### src/rtl/program_loader.sv
// Bring-up loader for the 9-bit CPU: streams an image into IM/DM, pulses start, waits for done.
// Optional watchdog enabled by defining LOADER_TIMEOUT_EN.
module program_loader #(
  parameter int IM_SIZE   = 64,
  parameter int DM_SIZE   = 64,
  parameter int START_CYC = 2,
  parameter int TIMEOUT   = 100000
) (
  input  logic        clk,
  input  logic        reset,
  input  logic        ld_valid,
  output logic        ld_ready,
  input  logic [8:0]  ld_data,
  input  logic        ld_sel,
  input  logic        ld_last,
  input  logic        rerun,
  input  logic        reload,
  output logic        im_wr_en,
  output logic [9:0]  im_addr,
  output logic [8:0]  im_wr_data,
  output logic        dm_wr_en,
  output logic [7:0]  dm_addr,
  output logic [7:0]  dm_wr_data,
  output logic        start,
  input  logic        done,
  output logic        busy,
  output logic        finished,
  output logic        overflow,
`ifdef LOADER_TIMEOUT_EN
  output logic        timed_out,
`endif
  output logic [31:0] cycles
);

  localparam int IPW = $clog2(IM_SIZE + 1);
  localparam int DPW = $clog2(DM_SIZE + 1);
  localparam int AW  = (START_CYC > 1) ? $clog2(START_CYC) : 1;

  if (START_CYC < 1) begin : g_bad_sc
    $error("START_CYC must be at least 1");
  end
  if (TIMEOUT < 1) begin : g_bad_to
    $error("TIMEOUT must be at least 1");
  end

  typedef enum logic [1:0] {S_IDLE, S_ARM, S_RUN, S_DONE} state_t;

  state_t          state_q, state_d;
  logic [IPW-1:0]  im_ptr_q;
  logic [DPW-1:0]  dm_ptr_q;
  logic [AW-1:0]   arm_cnt_q;
  logic [31:0]     cycles_q, cyc_inc;
  logic            ld_ready_q, start_q, busy_q, finished_q, overflow_q, to_q;
  logic            im_wr_en_q, dm_wr_en_q;
  logic [9:0]      im_addr_q;
  logic [8:0]      im_wr_data_q;
  logic [7:0]      dm_addr_q, dm_wr_data_q;
  logic            accept, im_full, dm_full, to_hit;

  always_comb begin
    accept  = ld_valid & ld_ready_q & (state_q == S_IDLE);
    im_full = (im_ptr_q == IPW'(IM_SIZE));
    dm_full = (dm_ptr_q == DPW'(DM_SIZE));
    cyc_inc = (cycles_q == 32'hFFFF_FFFF) ? cycles_q : cycles_q + 32'd1;
`ifdef LOADER_TIMEOUT_EN
    to_hit  = (cyc_inc == 32'(TIMEOUT));
`else
    to_hit  = 1'b0;
`endif
    state_d = state_q;
    case (state_q)
      S_IDLE: if (accept && ld_last) state_d = S_ARM;
      S_ARM:  if (arm_cnt_q == AW'(START_CYC - 1)) state_d = S_RUN;
      S_RUN:  if (done || to_hit) state_d = S_DONE;
      S_DONE: begin
        if (reload)     state_d = S_IDLE;
        else if (rerun) state_d = S_ARM;
      end
      default: state_d = S_IDLE;
    endcase
  end

  always_ff @(posedge clk) begin
    if (reset) begin
      state_q      <= S_IDLE;
      ld_ready_q   <= 1'b0;
      start_q      <= 1'b1;
      busy_q       <= 1'b0;
      finished_q   <= 1'b0;
      overflow_q   <= 1'b0;
      to_q         <= 1'b0;
      im_ptr_q     <= '0;
      dm_ptr_q     <= '0;
      arm_cnt_q    <= '0;
      cycles_q     <= '0;
      im_wr_en_q   <= 1'b0;
      im_addr_q    <= '0;
      im_wr_data_q <= '0;
      dm_wr_en_q   <= 1'b0;
      dm_addr_q    <= '0;
      dm_wr_data_q <= '0;
    end else begin
      state_q    <= state_d;
      ld_ready_q <= (state_d == S_IDLE);
      start_q    <= (state_d != S_RUN);
      busy_q     <= (state_d == S_ARM) || (state_d == S_RUN);
      finished_q <= (state_d == S_DONE);
      im_wr_en_q <= 1'b0;
      dm_wr_en_q <= 1'b0;

      // A beat hitting a full memory is swallowed; the pointer parks at SIZE.
      if (accept) begin
        if (!ld_sel) begin
          if (im_full) overflow_q <= 1'b1;
          else begin
            im_wr_en_q   <= 1'b1;
            im_addr_q    <= 10'(im_ptr_q);
            im_wr_data_q <= ld_data;
            im_ptr_q     <= im_ptr_q + 1'b1;
          end
        end else begin
          if (dm_full) overflow_q <= 1'b1;
          else begin
            dm_wr_en_q   <= 1'b1;
            dm_addr_q    <= 8'(dm_ptr_q);
            dm_wr_data_q <= ld_data[7:0];
            dm_ptr_q     <= dm_ptr_q + 1'b1;
          end
        end
      end

      if (state_q != S_ARM && state_d == S_ARM) begin
        arm_cnt_q <= '0;
        cycles_q  <= '0;
        to_q      <= 1'b0;
      end else if (state_q == S_ARM) begin
        arm_cnt_q <= arm_cnt_q + 1'b1;
      end

      // done wins over the watchdog and its cycle is not counted.
      if (state_q == S_RUN && !done) begin
        cycles_q <= cyc_inc;
        if (to_hit) to_q <= 1'b1;
      end

      if (state_q == S_DONE && reload) begin
        im_ptr_q   <= '0;
        dm_ptr_q   <= '0;
        overflow_q <= 1'b0;
        cycles_q   <= '0;
        to_q       <= 1'b0;
      end
    end
  end

  assign ld_ready   = ld_ready_q;
  assign start      = start_q;
  assign busy       = busy_q;
  assign finished   = finished_q;
  assign overflow   = overflow_q;
  assign cycles     = cycles_q;
  assign im_wr_en   = im_wr_en_q;
  assign im_addr    = im_addr_q;
  assign im_wr_data = im_wr_data_q;
  assign dm_wr_en   = dm_wr_en_q;
  assign dm_addr    = dm_addr_q;
  assign dm_wr_data = dm_wr_data_q;
`ifdef LOADER_TIMEOUT_EN
  assign timed_out  = to_q;
`else
  logic unused_to;
  assign unused_to  = to_q;
`endif

endmodule

### config.mk
export PLATFORM = sky130hd
export DESIGN_NAME = program_loader
export DESIGN_NICKNAME = d
export VERILOG_FILES = /design/src/rtl/program_loader.sv
export SDC_FILE = /design/constraint.sdc
export NUM_CORES = 1
export LEC_CHECK = 0
export ABC_AREA = 1
export BUFFER_PORTS_ARGS = -buffer_cell sky130_fd_sc_hd__buf_2
export CORE_MARGIN = 2
export CORE_UTILIZATION = 50
export DETAILED_ROUTE_END_ITERATION = 7
export PLACE_DENSITY = 0.74
export SYNTH_ARGS = -nofsm -noshare
export SYNTH_HDL_FRONTEND = slang
export SYNTH_SLANG_ARGS = --single-unit
### constraint.sdc
create_clock -name clk -period 2 [get_ports clk]
set_input_delay 0.1 -clock clk [delete_from_list [all_inputs] [get_ports clk]]
set_output_delay 0.1 -clock clk [all_outputs]
set_load 0.01 [all_outputs]
Yosys cells after proc, flatten, opt, wreduce, memory -nomap -nowiden
Cells that the tools add are included. W data, S select, Z words.

Register bits after elaboration: 87. Input bits: 17. Output and inout port bits: 74.

Add/sub/neg operators: 4. Equality and inequality tests: 13. Multiplexer cells: 14. Bitwise gates (word level): 6. Reductions and logical operators: 18.

Operator list (number): $mux W32 (3); $add A32 B1 Y32 const B (1); $eq A32 B32 Y1 const B (1); $add A7 B1 Y7 const B (2); $eq A7 B7 Y1 const B (2); $mux W2 (5); $reduce_and A3 Y1 (3); $eq A2 B2 Y1 const B (4); $pmux W2 S4 (1); $reduce_or A3 Y1 (2); $mux W1 (5); $eq A2 B1 Y1 const B (2); $logic_and A1 B1 Y1 (4); $logic_not A2 Y1 (2); $ne A2 B1 Y1 const B (2); $ne A2 B2 Y1 const B (2); $not A1 Y1 (4); $reduce_bool A2 Y1 (2); $reduce_or A2 Y1 (2); $and A1 B1 Y1 (2); $reduce_and A2 Y1 (1); $add A1 B1 Y1 const B (1); $logic_not A1 Y1 (1); $logic_or A1 B1 Y1 (1).

Longest topological paths before layout
Depth after elaboration: 9. Depth in mapped cells: 11. Depth with buffers taken out: 11.

Worst setup path before layout
OpenSTA, ideal clock, no wires.

Kind: reg2reg. Start point: reg cycles_q[0], in the netlist cycles[0]. End point: reg cycles_q[2], in the netlist cycles[2]. Data arrival time: 1.597 ns. Required time: 1.884 ns. Setup slack: 0.287 ns. Stages on the path, launching flop included: 11. Cell sequence: dfxtp_1 -> ha_1 -> nand2_2 -> nor2_4 -> nand2_4 -> nor2_8 -> nand2_4 -> nand2_8 -> nand2_4 -> o21ai_0 -> nor2_1.

Longest elaborated chain between the ends: 3.

Ends and longest elaborated chain: start, declared (line 52) `logic [31:0] cycles_q, cyc_inc;`; start signal, assigned (line 142) `cycles_q <= cyc_inc;`; $add A32 B1 Y32 or $eq A32 B32 Y1 (tied branches) (line 64) `cyc_inc = (cycles_q == 32'hFFFF_FFFF) ? cycles_q : cycles_q + 32'd1;`; $mux W32 or $ne A2 B2 Y1 (tied branches); $mux W32 or $reduce_and A2 Y1 (tied branches).

Several ways; a longest one is shown, not always the timed one. The select of a mux whose other input is x is not followed. A chain may end at the register's enable or synchronous reset.

Worst setup path in the final report
Start point: reg cycles_q[1], in the netlist cycles[1]. End point: reg cycles_q[2], in the netlist cycles[2].

The elaborated chain is that of the path after synthesis.

==> results_dict.tcl <==
set metrics [dict create \
    antenna_found_initial 0 \
    htree_levels 3 \
    final_nets 790 \
    grt_setup_unrepaired "false" \
    grt_pass1_wl_um 20100 \
    yosys.area.top_type "dfxtp_1" \
    drc_errors 0 \
    synth.area.top_cells "dfxtp_1 39%, nand2_1 18%, a21oi_1 8.4%" \
    critical_path_required_ns 2.26 \
    yosys_register_bits 87 \
    clkSinkCount 87 \
    grt_pass1_vias 4253 \
    routedWlPerCell_um 13.6 \
    synth_compound_area_share_pct 9.80 \
    yosys.area_share.simple_pct 38.5 \
    synthMuxAreaShare_pct 0 \
    yosysWarnings 0 \
    hold_viol 0 \
    critical_path_class "register to register" \
    gp_congestion 0.993 \
    grt_max_degree 38 \
    clock_latency_ns 0.37 \
    placed_cell_area_um2 5020 \
    fin_skew_ns 0.0175 \
    leakage_nw 2.26 \
    drt_first_pass_iters 5 \
    drt_iter0_drc 304 \
    synthAdderAreaFrac_pct 1.42 \
    io_buffers 86 \
    die_x_um 98 \
    cp.arrival_ns 2.13 \
    final_common_cell "nand2_1" \
    fin_area_um2 5330 \
    finalPower_mw 3.37 \
    syn_inst 661 \
    synth_top_family_by_area "simple AND/OR/NAND/NOR gates" \
    crit_fanout 27 \
    num-fill-cells 824 \
    ys_seq_area_share_pct 39.4 \
    dieArea_um2 9600 \
    diodes 0 \
    power_density_nw_per_um2 632 \
    drive_above_1_share_pct 19.1 \
    cts_setup_buffers 0 \
    gr-total-overflow 0 \
    synthXorXnorAreaFrac_pct 2.97 \
    fmax_mhz 533 \
    vias_per_cell 5.26 \
    finalSetupTns_ns 0 \
    vias 4631 \
    top_level_ports 91 \
    peakVddDrop_v 0.000439 \
    clk_pin_slew_worst_paths_ns 0.09 \
    start_kind "register" \
    initial_core_util_pct 51.2 \
    hpwlAfterDp_um 8540 \
    max-cap-violations 0 \
    worstMarginPinSlew_ns 0.640 \
    netlist.area_leader.share_pct 39.4 \
    cts.path.max_buffers 2 \
    rows 34 \
    period_needed_ns 1.88 \
    final_cell_mix "215 x nand2_1, 87 x dfxtp_1, 86 x buf_2, 78 x nor2_1, 73 x a21oi_1" \
    setup_viol_count_final 0 \
    slew_viol_final 0 \
    tritoncts "yes" \
    drtAntennaViolNets 0 \
    ys_types 33 \
    dieHeight_um 98 \
    cts_buffers 9 \
    hold_class "input port to register" \
    outcome "completed" \
    period_share_pct 93.9 \
    grtUsageTotal_pct 25.2 \
    slew_headroom_pct 57.3 \
    end_kind "register" \
    synth_area_per_cell_um2 6.68 \
    root_buffer "clkbuf_8" \
    routed_wl_um 11900 \
    synth_area_um2 4420 \
    coreArea_um2 8640 \
    syn2layout_area_growth_pct 20.6 \
]
## timing repair
action	4_1_cts	5_1_grt
endpoints found under the setup margin	13	1
endpoints found under the hold margin	16	0
cloned	0	0
hold buffers	9	0
gates resized for setup	1	1
## final cells by class
type	count	area, µm²	area share (%)
Timing Repair Buffer	120	708	13.3
Tap cell	108	135	2.54
Sequential cell	87	1740	32.7
Clock inverter	6	75.1	1.41
Clock buffer	10	138	2.58
Multi-Input combinational cell	502	2350	44.1
Inverter	48	180	3.38
## metal layers
| layer | routed length (µm) | global-route usage (%) | up-vias |
|---|---|---|---|
| met5 | 0 | 0 | - |
| met4 | 171 | 7.69 | 0 |
| met3 | 723 | 4.08 | 15 |
| met2 | 5630 | 40.5 | 164 |
| met1 | 5430 | 34.8 | 2132 |
| li1 | - | - | 2320 |
## stage by stage
| stage | instances | utilization [%] | hold WS [ns] | setup WS, ns |
|---|---|---|---|---|
| final | 881 | 61.7 | 0.0406 | 0.122 |
| after CTS | 881 | 61.7 | 0.0221 | 0.146 |
| after detailed placement | 856 | 58.1 | 0.365 | -0.0807 |
| after global routing | 881 | 61.7 | 0.0548 | 0.0135 |
| after floorplan | 664 | - | 0.243 | 0.287 |
| after global placement | 856 | 58.1 | 0.350 | -0.0287 |
## worst max-delay path, cell delays in order, from the launching register on
cell and delay, ns:
dfxtp_1 0.42, ha_1 0.27, nand2_2 0.10, nor2_4 0.14, nand2_4 0.10, nor2_8 0.15, nand2_4 0.09, nand2_8 0.18
nand2_4 0.12, o21ai_0 0.16, nor2_1 0.06
## cells in the mapped netlist
master	n
a21oi_1	74
and3_1	4
buf_12	1
buf_2	5
buf_4	8
buf_8	1
clkbuf_1	12
conb_1	1
dfxtp_1	87
ha_1	5
inv_1	45
inv_2	3
nand2_1	215
nand2_2	2
nand2_4	4
nand2_8	1
nand3_1	64
nand3_2	1
nand3b_1	2
nand4_1	5
nor2_1	79
nor2_2	1
nor2_4	2
nor2_8	1
nor3_1	10
o211a_1	1
o211ai_1	1
o21ai_0	5
o21ai_1	1
o21bai_1	2
or2_2	3
xnor2_1	4
xor2_1	11
## state kept, by name, indices dropped and copies added (netlist names), 2 cells and up
| signal | flops |
|---|---|
| dm_addr | 7 |
| cycles | 32 |
| im_ptr_q | 7 |
| im_wr_data | 9 |
| dm_wr_data | 8 |
| state_q | 2 |
| im_addr | 7 |
| dm_ptr_q | 7 |
## kinds of logic (layout without fill, tap and decap cells)
logic type | after synthesis | in the layout
adders and majority gates | 5 | 5
xor gates and xnor gates | 15 | 15
buffers and inverters | 75 | 184
DFF | 87 | 87
other | 1 | 4
and+or+nand+nor | 394 | 394
AOI/OAI and AO/OA | 84 | 84
## report_power, final
group | leakage [nW] | internal [mW] | switching [mW]
Combinational | 1.46 | 0.0902 | 0.178
Clock | 0.105 | 0.632 | 0.683
Sequential | 0.703 | 1.76 | 0.0225
## worst paths after layout
check / start / endpoint / slack (ns) / cells past startpoint
worst max-delay path: cycles[1] / cycles[2] / 0.12 / 10
worst min-delay path: reset / busy / 0.04 / 4
worst max register to register: cycles[1] / cycles[2] / 0.12 / 10
worst min register to register: dm_wr_data[1] / dm_wr_data[1] / 0.46 / 2
Note: power is estimated with default switching activity, not from simulation.
